[src/rtl/n_clic_irq_in.sv]
// n_clic_irq_in: external interrupt front-end for n_clic.
// Synchronizes raw irq lines, optionally debounces them, detects edge/level
// events, latches them as pending and hands one pend request at a time to
// n_clic over a valid/ready pair. Per-line config lives in a small CSR bank.
//
// Build option: define IRQ_DEBOUNCE_EN to include the per-line debounce
// counters and the thr config field. Without it the filtered value is the
// synchronized value and thr reads as zero.
//
// Config word layout (line k at CfgBase + k):
//   bit0 en, bit1 edge mode, bit2 inv, bit3 ovr (sticky, read-only),
//   bits[4 +: DebounceWidth] thr (debounce builds only).
//
// csr_op encoding follows the RISC-V funct3 field: bit2 selects the 5-bit
// immediate operand, bits[1:0] = 01 write, 10 set, 11 clear. Set/clear with
// a zero operand is a pure read and does not touch the word (so a read does
// not clear ovr).
module n_clic_irq_in #(
    parameter int                      IrqNum        = 4,
    parameter int                      SyncStages    = 2,
    parameter int                      DebounceWidth = 8,
    parameter int                      FirstVec      = 4,
    parameter int                      VecSize       = 16,
    parameter int                      XLen          = 32,
    parameter int                      CsrAddrWidth  = 12,
    parameter logic [CsrAddrWidth-1:0] CfgBase       = 12'h7C0,
    parameter int                      VecWidth      = $clog2(VecSize)
) (
    input  logic                    clk,
    input  logic                    reset,
    input  logic [IrqNum-1:0]       irq_in,
    input  logic                    csr_enable,
    input  logic [CsrAddrWidth-1:0] csr_addr,
    input  logic [2:0]              csr_op,
    input  logic [4:0]              rs1_zimm,
    input  logic [XLen-1:0]         rs1_data,
    output logic [XLen-1:0]         csr_out,
    output logic                    pend_valid,
    output logic [VecWidth-1:0]     pend_vec,
    input  logic                    pend_ready
);

    // ------------------------------------------------------------------
    // CSR bank decode
    // ------------------------------------------------------------------
    logic [CsrAddrWidth-1:0] csr_idx;
    logic                    csr_hit;
    logic [XLen-1:0]         csr_operand;
    logic [XLen-1:0]         csr_wdata;
    logic                    csr_wr;
    logic [XLen-1:0]         cfg_word [IrqNum];

    // Address offset into the bank; wraps for addresses below CfgBase so
    // they fail the range test.
    assign csr_idx = csr_addr - CfgBase;
    assign csr_hit = (csr_idx < CsrAddrWidth'(IrqNum));

    // Read mux: the selected line's current (pre-write) config word.
    always_comb begin
        csr_out = '0;
        for (int k = 0; k < IrqNum; k++) begin
            if (csr_hit && (csr_idx == CsrAddrWidth'(k))) begin
                csr_out = cfg_word[k];
            end
        end
    end

    // Write value and write strobe for the addressed word.
    always_comb begin
        csr_operand = csr_op[2] ? {{(XLen-5){1'b0}}, rs1_zimm} : rs1_data;
        case (csr_op[1:0])
            2'b01:   csr_wdata = csr_operand;
            2'b10:   csr_wdata = csr_out | csr_operand;
            2'b11:   csr_wdata = csr_out & ~csr_operand;
            default: csr_wdata = csr_out;
        endcase
        csr_wr = csr_enable && csr_hit &&
                 ((csr_op[1:0] == 2'b01) ||
                  ((csr_op[1:0] != 2'b00) && (csr_operand != '0)));
    end

    // ------------------------------------------------------------------
    // Per-line front end
    // ------------------------------------------------------------------
    logic [IrqNum-1:0] pend_bits;
    logic [IrqNum-1:0] load_sel;

    genvar gi;
    generate
        for (gi = 0; gi < IrqNum; gi++) begin : g_line
            logic                  line_wr;
            logic [SyncStages-1:0] sync_reg;
            logic                  s_val;
            logic                  filt;
            logic                  filt_q_reg;
            logic                  filt_prev_reg;
            logic                  en_reg;
            logic                  edge_mode_reg;
            logic                  inv_reg;
            logic                  ovr_reg;
            logic                  pend_reg;
            logic                  edge_evt;
            logic                  evt;
            logic                  pend_next;

            assign line_wr = csr_wr && (csr_idx == CsrAddrWidth'(gi));

            // Synchronizer chain; oldest sample at the top bit.
            always_ff @(posedge clk or negedge reset) begin
                if (!reset) begin
                    sync_reg <= '0;
                end else begin
                    sync_reg <= {sync_reg[SyncStages-2:0], irq_in[gi]};
                end
            end

            assign s_val = sync_reg[SyncStages-1] ^ inv_reg;

`ifdef IRQ_DEBOUNCE_EN
            logic [DebounceWidth-1:0] thr_reg;
            logic [DebounceWidth-1:0] cnt_reg;
            logic                     filt_reg;

            // Debounce: follow s only after it has differed from the
            // filtered value for thr+1 consecutive cycles.
            always_ff @(posedge clk or negedge reset) begin
                if (!reset) begin
                    cnt_reg  <= '0;
                    filt_reg <= 1'b0;
                end else if (s_val == filt_reg) begin
                    cnt_reg <= '0;
                end else if (cnt_reg == thr_reg) begin
                    cnt_reg  <= '0;
                    filt_reg <= s_val;
                end else begin
                    cnt_reg <= cnt_reg + 1'b1;
                end
            end

            // Threshold field, updated by CSR writes to this line.
            always_ff @(posedge clk or negedge reset) begin
                if (!reset) begin
                    thr_reg <= '0;
                end else if (line_wr) begin
                    thr_reg <= csr_wdata[4 +: DebounceWidth];
                end
            end

            assign filt = filt_reg;
            assign cfg_word[gi] = {{(XLen-4-DebounceWidth){1'b0}}, thr_reg,
                                   ovr_reg, inv_reg, edge_mode_reg, en_reg};
`else
            assign filt = s_val;
            assign cfg_word[gi] = {{(XLen-4){1'b0}},
                                   ovr_reg, inv_reg, edge_mode_reg, en_reg};
`endif

            // Event stage: registered filtered value plus its previous
            // sample for rising-edge detection.
            always_ff @(posedge clk or negedge reset) begin
                if (!reset) begin
                    filt_q_reg    <= 1'b0;
                    filt_prev_reg <= 1'b0;
                end else begin
                    filt_q_reg    <= filt;
                    filt_prev_reg <= filt_q_reg;
                end
            end

            // Level events re-arm as soon as the pending flag is consumed.
            assign edge_evt  = filt_q_reg & ~filt_prev_reg;
            assign evt       = edge_mode_reg ? edge_evt : (filt_q_reg & ~pend_reg);
            // A fresh event beats the arbiter's clear; disabling drops it.
            assign pend_next = en_reg & ((pend_reg & ~load_sel[gi]) | evt);

            // Config bits; a write clears the sticky overrun flag.
            always_ff @(posedge clk or negedge reset) begin
                if (!reset) begin
                    en_reg        <= 1'b0;
                    edge_mode_reg <= 1'b0;
                    inv_reg       <= 1'b0;
                    ovr_reg       <= 1'b0;
                end else if (line_wr) begin
                    en_reg        <= csr_wdata[0];
                    edge_mode_reg <= csr_wdata[1];
                    inv_reg       <= csr_wdata[2];
                    ovr_reg       <= 1'b0;
                end else if (edge_mode_reg && edge_evt && pend_reg) begin
                    ovr_reg <= 1'b1;
                end
            end

            // Pending flag.
            always_ff @(posedge clk or negedge reset) begin
                if (!reset) begin
                    pend_reg <= 1'b0;
                end else begin
                    pend_reg <= pend_next;
                end
            end

            assign pend_bits[gi] = pend_reg;
        end
    endgenerate

    // ------------------------------------------------------------------
    // Fixed-priority arbiter and output register
    // ------------------------------------------------------------------
    logic                pend_valid_reg;
    logic [VecWidth-1:0] pend_vec_reg;
    logic [IrqNum-1:0]   pick;
    logic [VecWidth-1:0] pick_idx;
    logic                pick_found;
    logic                take;

    // Lowest pending line wins; the output register refills when empty or
    // being accepted this cycle.
    always_comb begin
        pick       = '0;
        pick_idx   = '0;
        pick_found = 1'b0;
        for (int k = 0; k < IrqNum; k++) begin
            if (!pick_found && pend_bits[k]) begin
                pick_found = 1'b1;
                pick[k]    = 1'b1;
                pick_idx   = VecWidth'(k);
            end
        end
        take     = !pend_valid_reg || pend_ready;
        load_sel = take ? pick : '0;
    end

    // Output register: holds a presented request stable until accepted.
    always_ff @(posedge clk or negedge reset) begin
        if (!reset) begin
            pend_valid_reg <= 1'b0;
            pend_vec_reg   <= '0;
        end else if (take) begin
            pend_valid_reg <= pick_found;
            if (pick_found) begin
                pend_vec_reg <= VecWidth'(FirstVec) + pick_idx;
            end
        end
    end

    assign pend_valid = pend_valid_reg;
    assign pend_vec   = pend_vec_reg;

endmodule

[config.mk]
export PLATFORM = sky130hd
export DESIGN_NAME = n_clic_irq_in
export DESIGN_NICKNAME = d
export VERILOG_FILES = /design/src/rtl/n_clic_irq_in.sv
export SDC_FILE = /design/constraint.sdc
export NUM_CORES = 1
export LEC_CHECK = 0
export CAP_MARGIN = 20
export CORE_AREA = 2 2 79 81
export CTS_CLUSTER_DIAMETER = 40
export DETAILED_ROUTE_END_ITERATION = 7
export DIE_AREA = 0 0 81 83
export GPL_ROUTABILITY_DRIVEN = 0
export PLACE_DENSITY = 0.75
export SYNTH_ARGS = -nofsm -noshare
export SYNTH_HDL_FRONTEND = slang
export SYNTH_SLANG_ARGS = --single-unit
[constraint.sdc]
create_clock -name clk -period 1.75 [get_ports clk]
set_clock_uncertainty 0.15 [all_clocks]
set_input_delay 0.35 -clock clk [delete_from_list [all_inputs] [get_ports clk]]
set_output_delay 0.35 -clock clk [all_outputs]
set_load 0.05 [all_outputs]
# After elaboration in Yosys (flattened, before gate mapping)

Cells that the tools add are included.

Add/subtract/negate cells: 2
$lt $le $gt $ge: 1
Eq/ne operators: 6
Multiplexer cells: 29
Bitwise logic cells: 39
Reduce and logical (&&, ||, !) cells: 36

Operators by type and width:

| cell                                                                           | count |
|---|---|
| 32-bit 2-to-1 mux                                                              | 1 |
| 32-bit nonzero test                                                            | 1 |
| 4-bit 2-to-1 mux                                                               | 7 |
| 12-bit by 2-bit equality test with 1-bit output (second input constant)        | 2 |
| 1-bit logical AND                                                              | 22 |
| 1-bit 2-to-1 mux                                                               | 20 |
| 1-bit AND                                                                      | 16 |
| 12-bit by 1-bit equality test with 1-bit output (second input constant)        | 1 |
| 12-bit zero test                                                               | 1 |
| 12-bit by 3-bit less-than comparator with 1-bit output (second input constant) | 1 |
| 1-bit NOT                                                                      | 12 |
| 12-bit by 11-bit subtractor with 12-bit output (second input constant)         | 1 |
| 2-bit nonzero test                                                             | 5 |
| 3-bit case mux with 3 select lines                                             | 1 |
| 3-bit by 4-bit adder with 4-bit output (first input constant)                  | 1 |
| 2-bit equality test (second input constant)                                    | 2 |
| 1-bit zero test                                                                | 4 |
| 1-bit bitwise OR                                                               | 4 |
| 1-bit XOR                                                                      | 4 |
| 3-bit AND                                                                      | 1 |
| 3-bit NOT                                                                      | 1 |
| 3-bit bitwise OR                                                               | 1 |
| 2-bit by 1-bit equality test with 1-bit output (second input constant)         | 1 |
| 1-bit logical OR                                                               | 2 |
| 2-bit AND reduction                                                            | 1 |

Register bits: 41
Input bits: 60
Output and inout bits: 37
Logic and storage cells: 147

# Longest topological paths before layout

Gate-level depths: netlist of run 1.

Depth in word-level cells: 15
Depth in mapped cells: 6
Mapped depth without buffers: 5

# Least setup slack after synthesis of run 1

Ideal clock, no wire load.

Path kind: input-to-reg
Start: in csr_addr[0]
End: reg g_line[0].edge_mode_reg
Setup time: 125 ps
Arrival time: 1824 ps
Required time: 1475 ps
Slack: -349 ps
Cell stages on the path: 6
Path buffers: 1
Cells stage by stage: buf_4 -> mux4_2 -> and4_2 -> a21oi_1 -> a211oi_1 -> mux2_2

Word-level cells in the longest chain between the ends: 9
Elaborated cells between the ends (all ways): 20
Those cells by class: add/sub: 1; order compare: 1; eq/ne: 3; mux: 5; bitwise: 2; reduce/logical: 8

RTL lines:

| item                                                                                       | RTL line | source |
|---|---|---|
| start: declaration                                                                         | 33       | `input logic [CsrAddrWidth-1:0] csr_addr,` |
| 12-bit by 11-bit subtractor with 12-bit output (*)                                         | 55       | `assign csr_idx = csr_addr - CfgBase;` |
| 12-bit by 3-bit less-than comparator with 1-bit output or 12-bit zero test (tied branches) | 56, 62   |  |
| 1-bit logical AND                                                                          | 62       | `if (csr_hit && (csr_idx == CsrAddrWidth'(k))) begin` |
| 4-bit 2-to-1 mux (3 in a row)                                                              | 62       |  |
| 4-bit 2-to-1 mux (*)                                                                       | 62       |  |
| net csr_out[1]                                                                             | 37       | `output logic [XLen-1:0] csr_out,` |
| 3-bit AND or 3-bit bitwise OR (tied branches)                                              | 74, 73   |  |
| 3-bit case mux with 3 select lines (*)                                                     | 71       | `case (csr_op[1:0])` |
| end signal: assignment                                                                     | 185      | `edge_mode_reg <= csr_wdata[1];` |
| end: declaration                                                                           | 98       | `logic edge_mode_reg;` |

The timed path passes the listed nets; every way through them passes the cells marked *.
A chain may end at the register's enable or synchronous reset.

# Final worst setup path of run 1

Start: reg g_line[3].edge_mode_reg
End: out csr_out[1]

Word-level cells in the longest chain between the ends: 1

RTL lines:

| item                     | RTL line |
|---|---|
| start: declaration       | 98 |
| start signal: assignment | 185 |
| 4-bit 2-to-1 mux         | 62 |
| end: declaration         | 37 |

Every way passes these cells.

==> results of run 1 <==
-- cell usage after synthesis --
cell / instances / area, µm²
o21bai_1: 1 / 7.51
o22ai_1: 2 / 12.5
o2111ai_4: 1 / 26.3
nand4_1: 4 / 25.0
mux2_2: 12 / 135
nand2_1: 4 / 15.0
and4b_1: 1 / 10.0
and3_4: 1 / 11.3
a21boi_0: 2 / 15.0
a211oi_2: 3 / 37.5
a41oi_1: 4 / 35.0
buf_2: 2 / 10.0
buf_4: 30 / 225
inv_1: 12 / 45.0
nand3_1: 1 / 5.00
o21ai_0: 2 / 10.0
o22a_1: 1 / 8.76
o211ai_1: 1 / 7.51
and3b_1: 1 / 8.76
nor4_4: 1 / 21.3
a22oi_1: 3 / 22.5
nand2b_1: 2 / 12.5
dfrtp_1: 40 / 1000
and4_2: 3 / 30.0
or2_2: 1 / 6.26
mux2i_1: 6 / 60.1
and2_2: 3 / 22.5
and2_0: 1 / 6.26
mux4_2: 4 / 90.1
nor2_1: 14 / 52.6
xor2_1: 4 / 35.0
nor3_1: 1 / 5.00
nor2b_1: 4 / 25.0
nor4_1: 9 / 56.3
a211oi_1: 3 / 22.5
clkbuf_1: 1 / 3.75
a21oi_1: 5 / 25.0
conb_1: 1 / 3.75
-- critical path, cell delays in order (launching register included) --
cell	delay [ns]
dfrtp_1	0.38
mux4_2	0.49
and4_4	0.18
buf_8	0.15
-- power by group through the flow --
stage | logic (mW) | clock network, mW | registers, mW
CTS | 0.463 | 0.634 | 0.974
finish | 0.486 | 0.618 | 0.973
global placement | 0.467 | 0 | 0.990
global route | 0.519 | 0.677 | 0.977
floorplan | 0.269 | 0 | 1.01
detailed placement | 0.472 | 0 | 0.992
-- area by class of cell --
class	count	area, µm²	share of cell area
Timing Repair Buffer	116	1010	0.291
Clock buffer	8	90.1	0.0260
Sequential cell	40	1000	0.289
Inverter	12	45.0	0.0130
Tap cell	75	93.8	0.0271
Multi-Input combinational cell	134	1230	0.355
-- worst max path at each step --
stage	endpoint	slack (ns)
after floorplan	g_line[0].edge_mode_reg	-0.25
after global placement	g_line[2].edge_mode_reg	-0.81
after detailed placement	g_line[3].en_reg	-0.83
after CTS	csr_out[0]	-0.24
after global routing	csr_out[0]	-0.29
final	csr_out[1]	-0.24
-- per-stage QoR --
| step | hold WS (ns) | area (µm²) | setup slack, ns | utilization |
|---|---|---|---|---|
| final | 0.199 | 3470 | -0.239 | 0.596 |
| after global routing | 0.213 | 3470 | -0.289 | 0.596 |
| after CTS | 0.202 | 3360 | -0.242 | 0.578 |
| after detailed placement | 0.185 | 3120 | -0.835 | 0.537 |
| after global placement | 0.182 | 3120 | -0.806 | 0.537 |
| after floorplan | -0.0956 | 2310 | -0.250 | - |
-- cells by family (layout without fill, tap and decap cells) --
| logic type | Yosys count | after routing | synth area share |
|---|---|---|---|
| buffers and inverters | 45 | 136 | 0.132 |
| XOR/XNOR | 4 | 4 | 0.0163 |
| AO/OA/AOI/OAI | 28 | 28 | 0.107 |
| flip-flops | 40 | 40 | 0.465 |
| multiplexers | 22 | 22 | 0.133 |
| AND/OR/NAND/NOR | 51 | 51 | 0.145 |
| other | 1 | 29 | 0.00174 |
-- metal layers --
metal	up-vias	routed length, µm
li1	852	-
met1	893	2240
met2	67	2980
met3	8	241
met4	0	65
met5	-	0
-- what timing repair did --
action,CTS,global route
setup endpoints to repair,20,20
resized for setup,144,41
buffers inserted,9,5
pin swaps,30,22
hold buffers,1,0
endpoints found under the hold margin,40,0
==> impl_metrics.ini, run 1 <==
[routing]
drcViolationCount = 0
viasPerCell = 4.73
ant_nets = 0
firstDrtPassIters = 4
finalWirelength_mm = 5.53
num_vias = 1820
drt_iter0_markers = 92
wl_per_cell_um = 14.4

[pwr]
switching_share = 0.297
combPwrFrac = 0.234
leakage_nw = 1.61
p_sw_mw = 0.618
pwr-share-seq = 0.468
vdd_ir_drop_max_mv = 0.550
internal-power_mw = 1.46
p_clk_frac = 0.298
p_per_area_nw_per_um2 = 599
power_mw = 2.08

[layout]
largest_reg_flops = 8
antennaDiodeCount = 0
drive_above_1_share = 0.442
finish.cell_count_without_fillers = 385
layout.nets = 369
layout_common_cells = dfrtp_1 (40), buf_4 (40), conb_1 (29), dlygate4sd2_1 (16), buf_6 (14)
areaGrowthSynthToFinish_pct = 61.2
fill_cells = 465

[synth]
ys_types = 38
avgSynthCellArea_um2 = 11.3
syn-cell-area_um2 = 2150
synth_seq_cells = 40
ys_seq_area_frac = 0.465
synth_cells = 191
yosys_warnings = 0

[sta]
fmax_mhz = 503
hold_viol_final = 0
maxSlewViolCount = 0
finalSetupViolCount = 16
finalCritPeriodShare = 1.14
min_period_ns = 1.99
rsz0062_at_grt = true
fin_tns_setup_ns = -2.72
layout_setup_ws_ns = -0.239

[die]
rows = 28
die-area_um2 = 6720
start_util = 0.370
core-area_um2 = 5820
io_pins = 97
fp.dieH_um = 83
die_w_um = 81

[worst_setup_path]
cp.arrival_ns = 1.49
reg2reg_to = g_line[3].en_reg
cp-end-kind = output pin
startpoint_type = flop
r2r_start = g_line[0].en_reg
crit_required_ns = 1.25
cp-startpoint = g_line[3].edge_mode_reg
r2r_cells = 6
cp_max_fo = 2
regToRegSetupSlack_ns = -0.16
crit_type = flop to output pin

[global_routing]
met2_usage = 0.290
met1_usage = 0.226
overflow = 0
grt_use_total = 0.173
grt_pass1_wl_mm = 9.11
grt-busiest-layer = met2
antenna_found_initial = 0
grt_pass1_vias = 1866
grt_start_max_net_pins = 41
grt_use_met3 = 0.0391

[worst_hold_path]
whs_endpoint = g_line[2].sync_reg[1]
min_path_cells = 0
min_from = g_line[2].sync_reg[0]
min_path_type = flop to flop

[clocking]
root_buffer = clkbuf_8
htreeDepth = 2
worstSkewPairLatency_ns = 0.29
cts_made_buffers = 5
clkTransAtPathRegs_ns = 0.07
clock_path_buffers = 2
cts_tree = done
cts_num_sinks = 40

[placement]
dp.cells = 364
port_buffers = 67
hpwl_mm = 4.09

[outcome]
violations = setup timing
outcome = finished with violations

[run]
max_cap_viol_count = 0
(Power assumes the default switching activity.)
==> inputs of run 2 (changes only) <==
--- a/config.mk
+++ b/config.mk
@@ -15,3 +15,4 @@
 export SYNTH_ARGS = -nofsm -noshare
 export SYNTH_HDL_FRONTEND = slang
 export SYNTH_SLANG_ARGS = --single-unit
+export TNS_END_PERCENT = 50
==> impl_metrics.ini, run 2 (synthesis results as in run 1) <==
[outcome]
outcome = finished with violations
violations = setup timing

[clocking]
cts_num_sinks = 40
root_buffer = clkbuf_8
htreeDepth = 2
cts_tree = done
clkTransAtPathRegs_ns = 0.07
worstSkewPairLatency_ns = 0.29
clock_path_buffers = 2
cts_made_buffers = 5

[worst_hold_path]
min_path_cells = 0
min_from = g_line[3].sync_reg[0]
min_path_type = flop to flop
whs_endpoint = g_line[3].sync_reg[1]

[worst_setup_path]
r2r_cells = 6
regToRegSetupSlack_ns = -0.18
crit_required_ns = 1.25
r2r_start = g_line[3].edge_mode_reg
path_cells = mux4_2 -> and4_4 -> buf_8
crit_path_top_delay_cell = mux4_2
reg2reg_to = g_line[0].edge_mode_reg
cp.arrival_ns = 1.52
cp-end-kind = output pin
crit_type = flop to output pin
path_delay_family = multiplexers
startpoint_type = flop
cp_max_fo = 2
cp_num_buf_inv = 1
worst_path_largest_cell_delay_ns = 0.50

[sta]
layout_setup_ws_ns = -0.271
holdWs_ns = 0.200
min_period_ns = 2.02
fin_tns_setup_ns = -2.78
finalCritPeriodShare = 1.15
finalSetupViolCount = 16
hold_viol_final = 0
fmax_mhz = 495
maxSlewViolCount = 0
rsz0062_at_grt = true

[die]
fp.dieH_um = 83
die-area_um2 = 6720
rows = 28
start_util = 0.370
core-area_um2 = 5820
io_pins = 97
die_w_um = 81

[routing]
viasPerCell = 4.67
num_vias = 1780
firstDrtPassIters = 4
ant_nets = 0
wl_met1_mm = 2.21
wl_met2_mm = 2.97
finalWirelength_mm = 5.51
drt_iter0_markers = 73
wl_met3_um = 285
routed.top_layer = met4
drcViolationCount = 0
wl_per_cell_um = 14.5

[placement]
port_buffers = 67
hpwl_mm = 4.30

[global_routing]
grt_use_total = 0.171
grt_pass1_vias = 1848
antenna_found_initial = 0
grt_start_max_net_pins = 25
grt_pass1_wl_mm = 8.80
overflow = 0

[layout]
fill_cells = 469
drive_above_1_share = 0.356
layout_common_cells = dfrtp_1 (40), dlygate4sd2_1 (38), buf_4 (38), conb_1 (29), nor2_1 (13)
layout_commonest_cell = dfrtp_1
antennaDiodeCount = 0
layout.nets = 365
utilization = 0.594
largest_reg_flops = 8
areaGrowthSynthToFinish_pct = 60.5

[pwr]
p_per_area_nw_per_um2 = 658
vdd_ir_drop_max_mv = 0.545
internal-power_mw = 1.65
switching_share = 0.273
leakage_nw = 1.61
combPwrFrac = 0.214
pwr-share-seq = 0.429
p_clk_frac = 0.357
p_sw_mw = 0.621

[run]
max_cap_viol_count = 0
run 2: cell count changes in the layout (fill, tap and decap cells not counted), sizes merged:
cell | previous run | this run
buf | 73 | 57
bufinv | 0 | 1
dlygate4sd2 | 16 | 38
clkbuf | 17 | 7
clkdlybuf4s15 | 12 | 11
run 2: power groups by stage:
stage / Combinational, mW / Sequential (mW) / Clock (mW)
CTS: 0.481 / 0.975 / 0.841
floorplan: 0.268 / 1.01 / 0
global placement: 0.477 / 0.991 / 0
detailed placement: 0.484 / 0.993 / 0
finish: 0.486 / 0.974 / 0.812
global route: 0.516 / 0.977 / 0.875
run 2: how the worst max path moves through the flow:
stage / start / endpoint / slack (ns) / cells after the start
2_1_floorplan: csr_addr[5] / g_line[0].edge_mode_reg / -0.25 / 5
3_3_place_gp: csr_addr[0] / g_line[3].en_reg / -0.73 / 7
3_5_place_dp: csr_addr[5] / g_line[1].edge_mode_reg / -0.79 / 6
4_1_cts: g_line[3].en_reg / csr_out[0] / -0.27 / 3
5_1_grt: g_line[3].edge_mode_reg / csr_out[1] / -0.31 / 3
6_report: g_line[3].edge_mode_reg / csr_out[1] / -0.27 / 3
run 2: through the flow:
stage	setup slack, ns	std cells	area, µm²	power (mW)
after floorplan	-0.250	219	2310	1.28
after global placement	-0.731	363	3120	1.47
after global routing	-0.306	381	3450	2.37
final	-0.271	381	3450	2.27
after detailed placement	-0.789	363	3120	1.48
after CTS	-0.266	379	3430	2.30
run 2: repair_timing:
item,CTS,global route
setup endpoints to repair,20,17
pin swaps,25,8
hold buffers,1,0
buffers inserted,7,2
resized for setup,113,3
endpoints found under the hold margin,16,0
run 2: area by class of cell:
cell class / count / area (µm²) / area share
clock buffer: 7 / 96.3 / 0.0279
clock inverter: 1 / 30.0 / 0.00869
inverter: 12 / 45.0 / 0.0130
multi-input combinational: 134 / 1140 / 0.329
sequential: 40 / 1000 / 0.290
tap: 75 / 93.8 / 0.0272
timing repair buffer: 112 / 1050 / 0.304
run 2: layer usage:
metal  vias to the layer above  track usage
li1                        852            -
met1                       853        0.207
met2                        69        0.303
met3                         6       0.0293
met4                         0       0.0555
met5                         -            0
